$ cat src/rtl/probador_sint_mult_div.sv
// probador_sint_mult_div: LFSR-driven go/done sequencer that runs a UUT and a reference unit in lockstep and compares them.
// Latency: start to first go is 3 cycles when both done inputs are already low; every output is registered.
// Backpressure: waits for both done inputs (low before go, high after go); each wait is bounded by TIMEOUT cycles.
// Optional feature: define ABORT_ON_ERR_EN to end the run at the first mismatching operation.
module probador_sint_mult_div #(
  parameter int          W_A         = 32,
  parameter int          W_B         = 16,
  parameter int          NUM_PRUEBAS = 20,
  parameter logic [31:0] SEED        = 32'h1,
  parameter int          TIMEOUT     = 64
) (
  input  logic           clk,
  input  logic           reset_L,
  input  logic           start,
  output logic [W_A-1:0] ent_a,
  output logic [W_B-1:0] ent_b,
  output logic           go,
  output logic           div_mult,
  input  logic [W_A-1:0] sal_ideal,
  input  logic           done_ideal,
  input  logic [W_A-1:0] sal,
  input  logic           done,
  output logic           busy,
  output logic           fin,
  output logic           pass,
  output logic [15:0]    err_count,
  output logic [15:0]    prueba_idx,
  output logic           timeout_err
);

  typedef enum logic [2:0] {
    S_IDLE, S_LOAD, S_WAIT_LOW, S_GO, S_WAIT_DONE, S_CHECK, S_END
  } state_t;

  // A zero seed would lock the LFSR at zero forever.
  localparam logic [31:0] SEED_EFF = (SEED == 32'h0) ? 32'h1 : SEED;
  localparam logic [31:0] TAPS     = 32'h80200003;
  localparam int          TW       = $clog2(TIMEOUT + 1);
  localparam logic [TW-1:0] TMO_LAST = TW'(TIMEOUT - 1);

  state_t          r_state;
  state_t          w_state_nxt;
  logic [31:0]     r_lfsr;
  logic [TW-1:0]   r_tmo_cnt;
  logic [W_A-1:0]  r_ent_a;
  logic [W_B-1:0]  r_ent_b;
  logic            r_go;
  logic            r_div_mult;
  logic            r_busy;
  logic            r_fin;
  logic            r_pass;
  logic [15:0]     r_err;
  logic [15:0]     r_idx;
  logic            r_tmo;
  logic            r_mis;

  logic [31:0]     w_lfsr_nxt;
  logic [W_B-1:0]  w_ent_b_raw;
  logic            w_both_low;
  logic            w_both_high;
  logic            w_tmo_hit;
  logic            w_last;
  logic            w_restart;
  logic            w_timeout;
  logic            w_enter_end;
  logic [15:0]     w_err_inc;

  assign w_lfsr_nxt  = (r_lfsr >> 1) ^ (r_lfsr[0] ? TAPS : 32'h0);
  assign w_ent_b_raw = r_lfsr[31:32-W_B];
  assign w_both_low  = !done && !done_ideal;
  assign w_both_high = done && done_ideal;
  assign w_tmo_hit   = (r_tmo_cnt == TMO_LAST);
  assign w_last      = ((r_idx + 16'd1) == 16'(NUM_PRUEBAS));
  assign w_restart   = ((r_state == S_IDLE) || (r_state == S_END)) && start;
  assign w_enter_end = (w_state_nxt == S_END) && (r_state != S_END);
  assign w_err_inc   = (r_err == 16'hFFFF) ? r_err : (r_err + 16'd1);

  // State register.
  always_ff @(posedge clk) begin
    if (!reset_L) r_state <= S_IDLE;
    else          r_state <= w_state_nxt;
  end

  // Next-state decode and timeout detection.
  always_comb begin
    w_state_nxt = r_state;
    w_timeout   = 1'b0;
    case (r_state)
      S_IDLE:      if (start) w_state_nxt = S_LOAD;
      S_LOAD:      w_state_nxt = S_WAIT_LOW;
      S_WAIT_LOW: begin
        if (w_both_low) begin
          w_state_nxt = S_GO;
        end else if (w_tmo_hit) begin
          w_state_nxt = S_END;
          w_timeout   = 1'b1;
        end
      end
      S_GO:        w_state_nxt = S_WAIT_DONE;
      S_WAIT_DONE: begin
        if (w_both_high) begin
          w_state_nxt = S_CHECK;
        end else if (w_tmo_hit) begin
          w_state_nxt = S_END;
          w_timeout   = 1'b1;
        end
      end
      S_CHECK: begin
`ifdef ABORT_ON_ERR_EN
        w_state_nxt = (w_last || r_mis) ? S_END : S_LOAD;
`else
        w_state_nxt = w_last ? S_END : S_LOAD;
`endif
      end
      S_END:       if (start) w_state_nxt = S_LOAD;
      default:     w_state_nxt = S_IDLE;
    endcase
  end

  // Datapath: operands, handshake, comparison, counters and run status.
  always_ff @(posedge clk) begin
    if (!reset_L) begin
      r_lfsr     <= SEED_EFF;
      r_tmo_cnt  <= '0;
      r_ent_a    <= '0;
      r_ent_b    <= '0;
      r_go       <= 1'b0;
      r_div_mult <= 1'b0;
      r_busy     <= 1'b0;
      r_fin      <= 1'b0;
      r_pass     <= 1'b0;
      r_err      <= '0;
      r_idx      <= '0;
      r_tmo      <= 1'b0;
      r_mis      <= 1'b0;
    end else begin
      // The counter restarts whenever either wait state is (re)entered.
      if ((r_state == S_WAIT_LOW) || (r_state == S_WAIT_DONE)) r_tmo_cnt <= r_tmo_cnt + TW'(1);
      else                                                     r_tmo_cnt <= '0;

      if (w_restart) begin
        r_busy     <= 1'b1;
        r_fin      <= 1'b0;
        r_pass     <= 1'b0;
        r_lfsr     <= SEED_EFF;
        r_err      <= '0;
        r_idx      <= '0;
        r_tmo      <= 1'b0;
        r_mis      <= 1'b0;
        r_div_mult <= 1'b0;
      end

      case (r_state)
        S_LOAD: begin
          r_go       <= 1'b0;
          r_div_mult <= ~r_div_mult;
          r_ent_a    <= r_lfsr[W_A-1:0];
          // Current op multiply means the new op is a divide: never divide by zero.
          r_ent_b    <= (r_div_mult && (w_ent_b_raw == '0)) ? W_B'(1) : w_ent_b_raw;
          r_lfsr     <= w_lfsr_nxt;
        end
        S_GO:        r_go <= 1'b1;
        S_WAIT_DONE: if (w_both_high) r_mis <= (sal != sal_ideal);
        S_CHECK: begin
          r_go  <= 1'b0;
          r_idx <= r_idx + 16'd1;
          if (r_mis) r_err <= w_err_inc;
        end
        default: ;
      endcase

      if (w_timeout) begin
        r_go  <= 1'b0;
        r_tmo <= 1'b1;
      end

      // A mismatch being counted this cycle already rules out a pass.
      if (w_enter_end) begin
        r_busy <= 1'b0;
        r_fin  <= 1'b1;
        r_pass <= !w_timeout && !r_tmo && (r_err == 16'd0) && !((r_state == S_CHECK) && r_mis);
      end
    end
  end

  assign ent_a       = r_ent_a;
  assign ent_b       = r_ent_b;
  assign go          = r_go;
  assign div_mult    = r_div_mult;
  assign busy        = r_busy;
  assign fin         = r_fin;
  assign pass        = r_pass;
  assign err_count   = r_err;
  assign prueba_idx  = r_idx;
  assign timeout_err = r_tmo;

endmodule

$ cat config.mk
export PLATFORM = sky130hd
export DESIGN_NAME = probador_sint_mult_div
export DESIGN_NICKNAME = d
export VERILOG_FILES = /design/src/rtl/probador_sint_mult_div.sv
export SDC_FILE = /design/constraint.sdc
export NUM_CORES = 1
export LEC_CHECK = 0
export ABC_CLOCK_PERIOD_IN_PS = 4790
export CORE_ASPECT_RATIO = 1.75
export CORE_UTILIZATION = 52
export DETAILED_ROUTE_END_ITERATION = 8
export PLACE_DENSITY = 0.86
export SLEW_MARGIN = 20
export SYNTH_ARGS = -nofsm -noshare
export SYNTH_HDL_FRONTEND = slang
export SYNTH_SLANG_ARGS = --single-unit
$ cat constraint.sdc
create_clock -name clk -period 4.79 [get_ports clk]
set_input_delay 0.958 -clock clk [delete_from_list [all_inputs] [get_ports clk]]
set_output_delay 0.958 -clock clk [all_outputs]
set_load 0.005 [all_outputs]
=== Word-level counts from Yosys, hierarchy flattened ===
Index checks and enable logic that the tools add are counted.

* Add/sub/neg operators: 3
* $mul: 0
* Divide/modulo/power cells: 0
* $lt $le $gt $ge: 0
* Eq/ne operators: 13
* Shift operators: 0
* Multiplexer cells: 29
* Bitwise operators: 3
* Reductions and logical operators: 29

{| class="wikitable"
|+ Operator list
! operator !! number
|-
| 2-to-1 mux 16 bit || 7
|-
| 2-to-1 mux 32 bit || 3
|-
| adder 16 x 1 -> 16 bit, second input constant || 2
|-
| zero test 16 bit || 2
|-
| inequality test 32 bit || 1
|-
| bitwise XOR 31 x 32 -> 32 bit || 1
|-
| one-hot mux 3 bit (6 select lines) || 1
|-
| equality test 16 bit, second input constant || 1
|-
| equality test 16 x 5 -> 1 bit, second input constant || 1
|-
| 2-to-1 mux 3 bit || 5
|-
| equality test 3 bit, second input constant || 4
|-
| 2-to-1 mux 1 bit || 11
|-
| nonzero test 2 bit || 5
|-
| logical AND 1 bit || 9
|-
| OR reduction 2 bit || 4
|-
| adder 7 x 1 -> 7 bit, second input constant || 1
|-
| equality test 7 x 6 -> 1 bit, second input constant || 1
|-
| equality test 3 x 2 -> 1 bit, second input constant || 2
|-
| inequality test 3 bit, second input constant || 2
|-
| zero test 1 bit || 5
|-
| one-hot mux 1 bit (2 select lines) || 2
|-
| equality test 3 x 1 -> 1 bit, second input constant || 1
|-
| zero test 3 bit || 1
|-
| logical OR 1 bit || 2
|-
| other kinds (2) || 3
|}

* Bits in registers: 129
* Bits in latches: 0
* Memory bits (writable): 0
* Bits in read-only memories: 0
* Input bits: 69
* Memories kept: 0

=== Logic depth before layout (Yosys ltp) ===
Gate-level depths: netlist (run 1).

* Word-level depth: 9
* Mapped depth: 8

=== Least setup slack after synthesis (run 1) ===
No wires, ideal clock.

* Kind: input-to-reg
* From: input start
* To: register r_div_mult (netlist: div_mult)
* Library setup time: 0.128 ns
* Arrival time: 1.994 ns
* Required time: 4.662 ns
* Setup slack: 2.668 ns
* Stages: 6
* Buffers on the path: 1
* Cell sequence: inv_1 > nor3_1 > nor2_1 > clkbuf_1 > a21oi_1 > nor2_1

* Word-level cells in the longest chain between the ends: 2

{| class="wikitable"
|+ RTL lines
! element !! RTL line !! RTL
|-
| from (decl) || 14 || <nowiki>input logic start,</nowiki>
|-
| logical AND 1 bit || 74 || <nowiki>assign w_restart = ((r_state == S_IDLE) || (r_state == S_END)) && start;</nowiki>
|-
| nonzero test 2 bit (no source line) || - ||
|-
| to (signal assigned) || 156 || <nowiki>r_div_mult <= ~r_div_mult;</nowiki>
|-
| to (decl) || 48 || <nowiki>logic r_div_mult;</nowiki>
|}

No other way between the ends.
A chain may end at the register's enable or synchronous reset.

=== Final worst setup path (run 1) ===
* From: register r_state[0]
* To: register r_err[15] (netlist: err_count[15])

* Word-level cells in the longest chain between the ends: 6

{| class="wikitable"
|+ RTL lines
! element !! RTL line !! RTL
|-
| from (decl) || 41 || <nowiki>state_t r_state;</nowiki>
|-
| from (signal assigned) || 81 || <nowiki>else r_state <= w_state_nxt;</nowiki>
|-
| equality test 3 bit or zero test 3 bit (tied branches) || 74 ||
|-
| logical OR 1 bit || 74 ||
|-
| logical AND 1 bit || 74 ||
|-
| 2-to-1 mux 16 bit || 141 || <nowiki>if (w_restart) begin</nowiki>
|-
| 2-to-1 mux 16 bit || 167 || <nowiki>if (r_mis) r_err <= w_err_inc;</nowiki>
|-
| 2-to-1 mux 16 bit || 153 || <nowiki>case (r_state)</nowiki>
|-
| to (signal assigned) || 167 ||
|-
| to (decl) || 52 || <nowiki>logic [15:0] r_err;</nowiki>
|}

Several ways; a longest one is shown, not always the timed one.

==> results of run 1 <==
cells in the mapped netlist, types with 9 or more instances:
master    count  area, sq um
o21ai_0      18        90.09
nor2_1       44        165.2
nor4_1       21        131.4
nand2_1     142        533.0
a21oi_1     116        580.6
clkbuf_1     33        123.9
nor3_1        9        45.04
nand4_1      10        62.56
dfxtp_1     129         2582
xor2_1       46        402.9
nand3_1      23        115.1
state kept, by name (all words and copies together) (netlist names), 3 cells and up:
register,count
err_count,16
r_tmo_cnt,7
ent_a,32
ent_b,16
prueba_idx,16
r_state,3
r_lfsr,32
per-stage QoR:
stage,area (sq um),hold slack (ns),std cells
finish,7807,0.4571,972
global route,7807,0.4825,972
CTS,7802,0.4603,972
detailed placement,7237,0.4493,941
global placement,7237,0.4410,941
floorplan,5657,0.4260,695
worst max-delay path, stage by stage (launching register included):
cell	delay [ns]
dfxtp_1	0.60
and3b_1	0.76
nand2_1	0.49
or3_1	0.56
nor2_1	0.18
a21oi_1	0.09
o221a_2	0.28
layout make-up:
class	instances	area, sq um
multi-input combinational	518	2894
clock inverter	12	112.6
clock buffer	19	452.9
sequential	129	2582
inverter	7	26.28
timing repair buffer	157	1577
tap	130	162.7
fill	816	2828
path summary, 6_finish.rpt:
| path | start | slack (ns) | cells past startpoint | to |
|---|---|---|---|---|
| worst max-delay path | r_state[0] | 1.72 | 6 | err_count[15] |
| worst min-delay path | ent_a[15] | 0.46 | 2 | ent_a[15] |
| worst max register to register | r_state[0] | 1.72 | 6 | err_count[15] |
| worst min register to register | ent_a[15] | 0.46 | 2 | ent_a[15] |
logic make-up (layout without fill, tap and decap cells):
| group | Yosys count | after routing |
|---|---|---|
| adder cells (fa/ha/maj) | 5 | 5 |
| AND/OR/NAND/NOR | 293 | 293 |
| buffers and inverters | 48 | 195 |
| flip-flops | 129 | 129 |
| AO/OA/AOI/OAI | 166 | 166 |
| XOR/XNOR | 52 | 52 |
| multiplexers | 2 | 2 |
metal layers:
metal  routed length, microns  global-route usage [%]  up-vias  share of wire [%]
met5                        0                       0        -                  0
met1                     5820                   31.37     2672                 36
met2                     8765                   53.12      231                 54
met4                      619                   14.10        0                3.8
li1                         -                       -     2711                  -
met3                      891                   7.818       70                5.5
power groups by stage:
stage / Sequential, uW / Clock [uW] / Combinational (uW)
2_1_floorplan: 1130 / 0 / 178
4_1_cts: 1120 / 1220 / 300
3_5_place_dp: 1140 / 0 / 294
3_3_place_gp: 1140 / 0 / 282
5_1_grt: 1130 / 1280 / 332
6_report: 1120 / 1210 / 304
==> flow_summary_export.csv, run 1 <==
group,metric,value,unit
timing,rsz0062_at_grt,"false",
global_route,first_global_vias,5595,
synthesis,synth_mux_area_share,0.3539,%
synthesis,synth_xor_xnor_area_share,8.051,%
cells_and_area,fin_util,73.41,%
synthesis,synth-edff-count,0,
timing,slew_viol_final,0,
synthesis,synthDistinctLibCells,57,
outcome,outcome,"completed",
worst_setup_path,cp_max_fo,22,
route,detail-route-antenna-nets,0,
synthesis,synth.avg_cell_area,8.139,sq um
worst_setup_path,critPathArrivalTime,3.37,ns
synthesis,async_flop_share,0,%
synthesis,synth-main-ff-cell,"dfxtp_1",
timing,period_share,64.09,%
cells_and_area,layout_commonest_cell,"clkdlybuf4s50_1",
cts,cts_resized,0,
placed_design,dpl.hpwl,11.33,mm
power_and_ir_drop,clkPwrFrac,45.8,%
cts,hold_buffers,0,
timing,worst_pin_slew,0.9799,ns
placed_design,place_ws,1.682,ns
synthesis,yosys.area_share.simple,25.06,%
route,avgViaCountPerCell,5.848,
timing,fin_setup_tns,0,ns
cells_and_area,drive_above_1_share,5.701,%
cts,post_cts_buffers,0,
synthesis,synth_compound_area_share,16.46,%
cts,numCtsBuffers,17,
global_route,grt_pass1_wl,26.42,mm
min_path,hold_path_class,"reg2reg",
route,drc,0,
floorplan,ios,155,
worst_setup_path,path_class,"reg2reg",
timing,fin_skew,0.01025,ns
global_route,antenna_found_initial,0,
worst_setup_path,cp-start-kind,"flop",
synthesis,synth_fa_ha_area_share,1.106,%
timing,hold_viol_final,0,
power_and_ir_drop,p_comb_share,11.5,%
timing,achievable-frequency,325.7,MHz
timing,slew_headroom,34.17,%
floorplan,die_w,80.84,microns
power_and_ir_drop,ir_worst_vdd,0.4204,mV
route,drt-initial-drc-count,562,
power_and_ir_drop,power.total,2636,uW
floorplan,die_h,140.0,microns
placed_design,io_buffer_count,154,
placed_design,routabilityCongestion,0.9316,
power_and_ir_drop,total_leakage_power,0.002664,uW
route,finalWirelength,16.10,mm
cts,cts-root-buf,"clkbuf_16",
route,wl_per_cell,16.56,microns
power_and_ir_drop,switching_share,25.94,%
power_and_ir_drop,sequentialPowerShare,42.6,%
floorplan,die-area,11320,sq um
worst_setup_path,end_kind,"flop",
synthesis,yosys_warnings,0,
cells_and_area,n_antenna_cell,0,
cells_and_area,final_cell_mix,"clkdlybuf4s50_1, nand2_1, dfxtp_1",
floorplan,rows,50,
cts,cts.sinks,129,
cts,path_clk_slew,0.05,ns
synthesis,synth_nets,769,
global_route,grt.total_usage,29.78,%
cells_and_area,fin_nets,904,
worst_setup_path,crit_required,5.09,ns
timing,finalWorstSetupSlack,1.720,ns
global_route,grt_max_degree,74,
route,via_count,5684,
cts,cts_tree,"built",
power_and_ir_drop,powerDensity,337.6,nW/um^2
synthesis,yosysSeqAreaShare,45.65,%
floorplan,coreArea,10640,sq um
synthesis,synth_top_family_by_area,"simple AND/OR/NAND/NOR gates",
cts,clk-insertion-delay-late,0.41,ns
synthesis,synth-seq-cells,129,
timing,period_needed,3.070,ns
global_route,globalRouteOverflowTotal,0,
timing,setup_viol,0,
power_and_ir_drop,netSwitchingPower,683.7,uW
power_and_ir_drop,p_int,1952,uW
synthesis,postSynthCellCount,695,
cells_and_area,syn_to_final_growth,38.02,%
flow_run,max_cap_viol_count,0,
floorplan,initial_core_util,53.19,%
cts,clk_path_buf_depth,2,
synthesis,syn_area,5657,sq um
route,firstDrtPassIters,6,
cts,htree_levels,4,
(Power assumes the default switching activity.)
==> run 2, diff against run 1 <==
--- a/config.mk
+++ b/config.mk
@@ -5,11 +5,11 @@
 export SDC_FILE = /design/constraint.sdc
 export NUM_CORES = 1
 export LEC_CHECK = 0
-export ABC_CLOCK_PERIOD_IN_PS = 4790
+export ABC_CLOCK_PERIOD_IN_PS = 3100
 export CORE_ASPECT_RATIO = 1.75
-export CORE_UTILIZATION = 52
+export CORE_UTILIZATION = 48
 export DETAILED_ROUTE_END_ITERATION = 8
-export PLACE_DENSITY = 0.86
+export PLACE_DENSITY = 0.81
 export SLEW_MARGIN = 20
 export SYNTH_ARGS = -nofsm -noshare
 export SYNTH_HDL_FRONTEND = slang
==> constraint.sdc (replaced) <==
create_clock -name clk -period 3.1 [get_ports clk]
set_input_delay 0.62 -clock clk [delete_from_list [all_inputs] [get_ports clk]]
set_output_delay 0.62 -clock clk [all_outputs]
set_load 0.005 [all_outputs]
==> run 2 against run 1 <==
  * Critical path depth is 1 higher
  * Via count down 2.5%
  * Combinational power up 56%
  * The run now ends with design-rule violations left
  * Die area increased by 8.2%
  * Sequential power is 54% higher
  * Power is 59% higher
  * Clock power grew 64%
  * Non-clock buffer count rose by 8
  * Clock-buffer cell count down 1
==> flow_summary_export.csv, run 2 (same netlist as run 1, synthesis figures left out) <==
group,metric,value,unit
outcome,outcome,"finished, violations left",
outcome,violations,"design-rule violations",
cts,numCtsBuffers,17,
power_and_ir_drop,ir_worst_vdd,0.5264,mV
cts,post_cts_buffers,0,
worst_setup_path,cp-start-kind,"flop",
floorplan,ios,155,
timing,rsz0062_at_grt,"false",
placed_design,io_buffer_count,154,
worst_setup_path,r2r_setup_slack,0.64,ns
timing,fin_skew,0.008774,ns
floorplan,rows,52,
timing,achievable-frequency,407.3,MHz
timing,slew_headroom,29.64,%
worst_setup_path,critPathArrivalTime,2.75,ns
route,firstDrtPassIters,9,
timing,worst_pin_slew,1.053,ns
worst_setup_path,end_kind,"flop",
power_and_ir_drop,total_leakage_power,0.002715,uW
global_route,globalRouteOverflowTotal,0,
worst_setup_path,cp_cell_sequence,"ha_1, nand3_4, nor4_4, nand3_1, a221oi_2, nand4_2, nor3b_1",
cts,htree_levels,4,
worst_setup_path,path_class,"reg2reg",
cts,cts-root-buf,"clkbuf_16",
worst_setup_path,critical_path.max_stage_delay,0.49,ns
timing,finalWorstSetupSlack,0.6450,ns
cells_and_area,layout_commonest_cell,"clkdlybuf4s50_1",
floorplan,initial_core_util,49.12,%
route,via_count,5544,
global_route,antenna_found_initial,0,
route,drc,14,
worst_setup_path,slowest_stage,"dfxtp_1",
timing,slew_viol_final,0,
flow_run,max_cap_viol_count,0,
cts,hold_buffers,0,
worst_setup_path,crit_required,3.39,ns
min_path,hold_path_class,"reg2reg",
cells_and_area,final_cell_mix,"clkdlybuf4s50_1, nand2_1, dfxtp_1",
route,detail-route-antenna-nets,0,
global_route,first_global_vias,5499,
global_route,grt.total_usage,26.51,%
cts,clk_path_buf_depth,2,
power_and_ir_drop,powerDensity,530.9,nW/um^2
floorplan,die_w,84.06,microns
global_route,grt_pass1_wl,26.22,mm
route,finalWirelength,15.77,mm
floorplan,coreArea,11520,sq um
cells_and_area,n_antenna_cell,0,
route,avgViaCountPerCell,5.623,
cts,path_clk_slew,0.06,ns
cells_and_area,fin_nets,912,
timing,setup_viol,0,
placed_design,dp.cells,954,
global_route,grt_max_degree,52,
placed_design,place_ws,0.5123,ns
cells_and_area,drive_above_1_share,6.698,%
cts,cts_tree,"built",
floorplan,die_h,145.6,microns
cells_and_area,stdcell_count,986,
timing,hold_viol_final,0,
cells_and_area,syn_to_final_growth,39.70,%
timing,fin_setup_tns,0,ns
floorplan,die-area,12240,sq um
placed_design,dpl.hpwl,11.61,mm
route,wl_per_cell,15.99,microns
timing,period_needed,2.455,ns
cts,cts_resized,0,
cts,clk-insertion-delay-late,0.41,ns
route,drt-initial-drc-count,291,
placed_design,routabilityCongestion,0.8957,
cts,cts.sinks,129,
worst_setup_path,cp_max_fo,10,
timing,period_share,79.20,%
## run 2: cell count changes in the layout (fill, tap and decap cells not counted)
cell,delta
clkinv_4,-3
buf_4,+8
inv_6,+5
clkinv_2,-1
clkbuf_8,-1
bufinv_16,+1
## run 2: stage by stage
step	area, sq um	total power, uW	util [%]	hold slack [ns]
6_report	7903	4195	68.62	0.4580
3_3_place_gp	7303	2223	63.42	0.4421
2_1_floorplan	5657	2023	-	0.4260
3_5_place_dp	7303	2235	63.42	0.4484
4_1_cts	7898	4213	68.58	0.4585
5_1_grt	7903	4340	68.62	0.4793
## run 2: worst paths after layout
| check | startpoint | end | cells after the start |
|---|---|---|---|
| worst max-delay path | prueba_idx[0] | busy | 7 |
| worst min register to register | r_lfsr[15] | r_lfsr[15] | 2 |
| worst min-delay path | r_lfsr[15] | r_lfsr[15] | 2 |
| worst max register to register | prueba_idx[0] | busy | 7 |
## run 2: report_power, final
part           total [uW]  switching, uW  leakage (uW)  internal (uW)
combinational         475            276       0.00140            199
sequential           1730           42.7       0.00104           1690
clock                1990            771      0.000276           1220
## run 2: worst max-delay path: cells and delay by family (launching register included)
family / cells / cell delay [ns]
DFF: 1 / 0.49
AOI/OAI and AO/OA: 1 / 0.35
adders and majority gates: 1 / 0.34
and+or+nand+nor: 5 / 1.15
## run 2: cell type report
type                    count  area, sq um
repair buffers            165         1637
clock buffers              18        439.2
multi-input cells         518         2894
flip-flops and latches    129         2582
inverters                   7        26.28
well taps                 135        168.9
fillers                   953         3613
clock inverters            14        155.1
## run 2: metal layers
layer / track usage [%] / vias up / part of all wire [%]
li1: - / 2723 / -
met1: 28.49 / 2646 / 39
met2: 49.22 / 138 / 55
met3: 5.445 / 37 / 3.8
met4: 11.55 / 0 / 2.7
met5: 0 / - / 0
==> run 3, diff against run 2 <==
--- a/config.mk
+++ b/config.mk
@@ -5,7 +5,7 @@
 export SDC_FILE = /design/constraint.sdc
 export NUM_CORES = 1
 export LEC_CHECK = 0
-export ABC_CLOCK_PERIOD_IN_PS = 3100
+export ABC_CLOCK_PERIOD_IN_PS = 2480
 export CORE_ASPECT_RATIO = 1.75
 export CORE_UTILIZATION = 48
 export DETAILED_ROUTE_END_ITERATION = 8
==> constraint.sdc (replaced) <==
create_clock -name clk -period 2.48 [get_ports clk]
set_input_delay 0.496 -clock clk [delete_from_list [all_inputs] [get_ports clk]]
set_output_delay 0.496 -clock clk [all_outputs]
set_load 0.005 [all_outputs]
==> run 3 against run 2 <==
  * The run still ends with design-rule violations left
  * Global-route usage up 0.37 points
  * Sequential cell count unchanged
  * Non-clock buffer count up 3
  * Clock skew barely moved
  * Clock power grew 19%
  * Critical path depth shrank 1
  * Routed wire length down 0.25%
  * Utilization down 0.065 points
  * Sequential share of layout area about the same
==> flow_summary_export.csv, run 3 (same netlist as run 1, synthesis figures left out) <==
group,metric,value,unit
timing,slew_headroom,55.91,%
worst_setup_path,cp_max_fo,9,
power_and_ir_drop,powerDensity,649.6,nW/um^2
cts,post_cts_buffers,0,
route,drc,14,
route,detail-route-antenna-nets,0,
route,via_count,5568,
cts,hold_buffers,0,
flow_run,max_cap_viol_count,0,
timing,finalWorstSetupSlack,0.1887,ns
timing,period_share,92.39,%
cts,path_clk_slew,0.07,ns
timing,hold_viol_final,0,
global_route,grt_pass1_wl,26.31,mm
timing,period_needed,2.291,ns
cts,cts-root-buf,"clkbuf_16",
worst_setup_path,crit_buf_inv,0,
worst_setup_path,crit_family,"simple AND/OR/NAND/NOR gates",
worst_setup_path,critical_path.max_stage_delay,0.51,ns
worst_setup_path,r2r_setup_slack,0.19,ns
route,firstDrtPassIters,7,
timing,worst_pin_slew,0.6597,ns
cells_and_area,drive_above_1_share,7.143,%
floorplan,ios,155,
worst_setup_path,cp_cell_sequence,"nand4_1, nor4_1, xor2_1, a221oi_2, nand4_2, nor3b_1",
worst_setup_path,critPathArrivalTime,2.60,ns
cells_and_area,fin_nets,915,
worst_setup_path,cp-start-kind,"flop",
placed_design,io_buffer_count,154,
worst_setup_path,end_kind,"flop",
global_route,antenna_found_initial,0,
global_route,globalRouteOverflowTotal,0,
cells_and_area,n_antenna_cell,0,
timing,rsz0062_at_grt,"false",
cells_and_area,n_fill_cell,930,
placed_design,dpl.hpwl,11.44,mm
cts,cts.sinks,129,
floorplan,die-area,12240,sq um
floorplan,initial_core_util,49.12,%
global_route,first_global_vias,5413,
timing,fin_setup_tns,0,ns
floorplan,die_w,84.06,microns
route,finalWirelength,15.73,mm
timing,whs,0.4534,ns
cells_and_area,final_cell_mix,"clkdlybuf4s50_1, nand2_1, dfxtp_1",
floorplan,rows,52,
global_route,grt.total_usage,26.88,%
placed_design,routabilityCongestion,0.8916,
min_path,hold_path_class,"reg2reg",
outcome,violations,"design-rule violations",
cts,numCtsBuffers,17,
cells_and_area,syn_to_final_growth,39.57,%
worst_setup_path,slowest_stage,"dfxtp_1",
cts,clk_path_buf_depth,2,
timing,slew_viol_final,0,
floorplan,coreArea,11520,sq um
cts,htree_levels,4,
route,avgViaCountPerCell,5.630,
route,wl_per_cell,15.90,microns
route,drt-initial-drc-count,290,
cts,cts_tree,"built",
worst_setup_path,crit_required,2.79,ns
cells_and_area,layout_commonest_cell,"clkdlybuf4s50_1",
timing,setup_viol,0,
global_route,grt_max_degree,62,
cts,clk-insertion-delay-late,0.43,ns
placed_design,place_ws,0.01576,ns
power_and_ir_drop,total_leakage_power,0.002732,uW
power_and_ir_drop,ir_worst_vdd,0.6584,mV
cells_and_area,fin_area,7895,sq um
outcome,outcome,"finished, violations left",
cts,cts_resized,0,
placed_design,post_dp_cell_area,7326,sq um
floorplan,die_h,145.6,microns
timing,achievable-frequency,436.4,MHz
timing,fin_skew,0.009151,ns
worst_setup_path,path_class,"reg2reg",
## run 3: cell types whose count changed in the layout (fill, tap and decap cells not counted), sizes merged
cell	change
buf	+3
bufinv	-2
clkbuf	-1
clkinv	+2
clkinvlp	-5
inv	+6
## run 3: report_power, final
part | internal, uW | switching [uW]
clock network | 1320 | 1040
registers | 2110 | 46.0
logic | 252 | 358
total | 3690 | 1440
## run 3: per-stage QoR
step	instances	power (uW)	utilization, %
global placement	957	2787	63.61
detailed placement	957	2805	63.61
floorplan	695	2528	-
global route	989	5328	68.56
CTS	989	5148	68.49
finish	989	5128	68.56
## run 3: final timing paths
kind                 start   endpoint  depth (start not counted)
max          prueba_idx[3]       busy                          6
min reg2reg      ent_a[29]  ent_a[29]                          2
min              ent_a[29]  ent_a[29]                          2
max reg2reg  prueba_idx[3]       busy                          6
## run 3: metal layers
layer	part of all wire, %	track usage, %
met1	39	29.18
met2	54	49.06
met5	0	0
met3	4.8	7.033
met4	2.8	10.52
## run 3: tightest hold or removal path: cells and delay by family (launching register included)
kind             cells  cell delay (ns)
flip-flops           1             0.31
AND/OR/NAND/NOR      1             0.05
AO/OA/AOI/OAI        1             0.05
## run 3: cell type report
cell class                 count  area [sq um]  share of cell area (%)
clock buffer                  17         425.4                   5.388
clock inverter                15         136.4                   1.727
inverter                       7         26.28                  0.3328
multi-input combinational    518          2897                   36.69
sequential                   129          2582                   32.71
tap                          135         168.9                   2.139
timing repair buffer         168          1659                   21.01
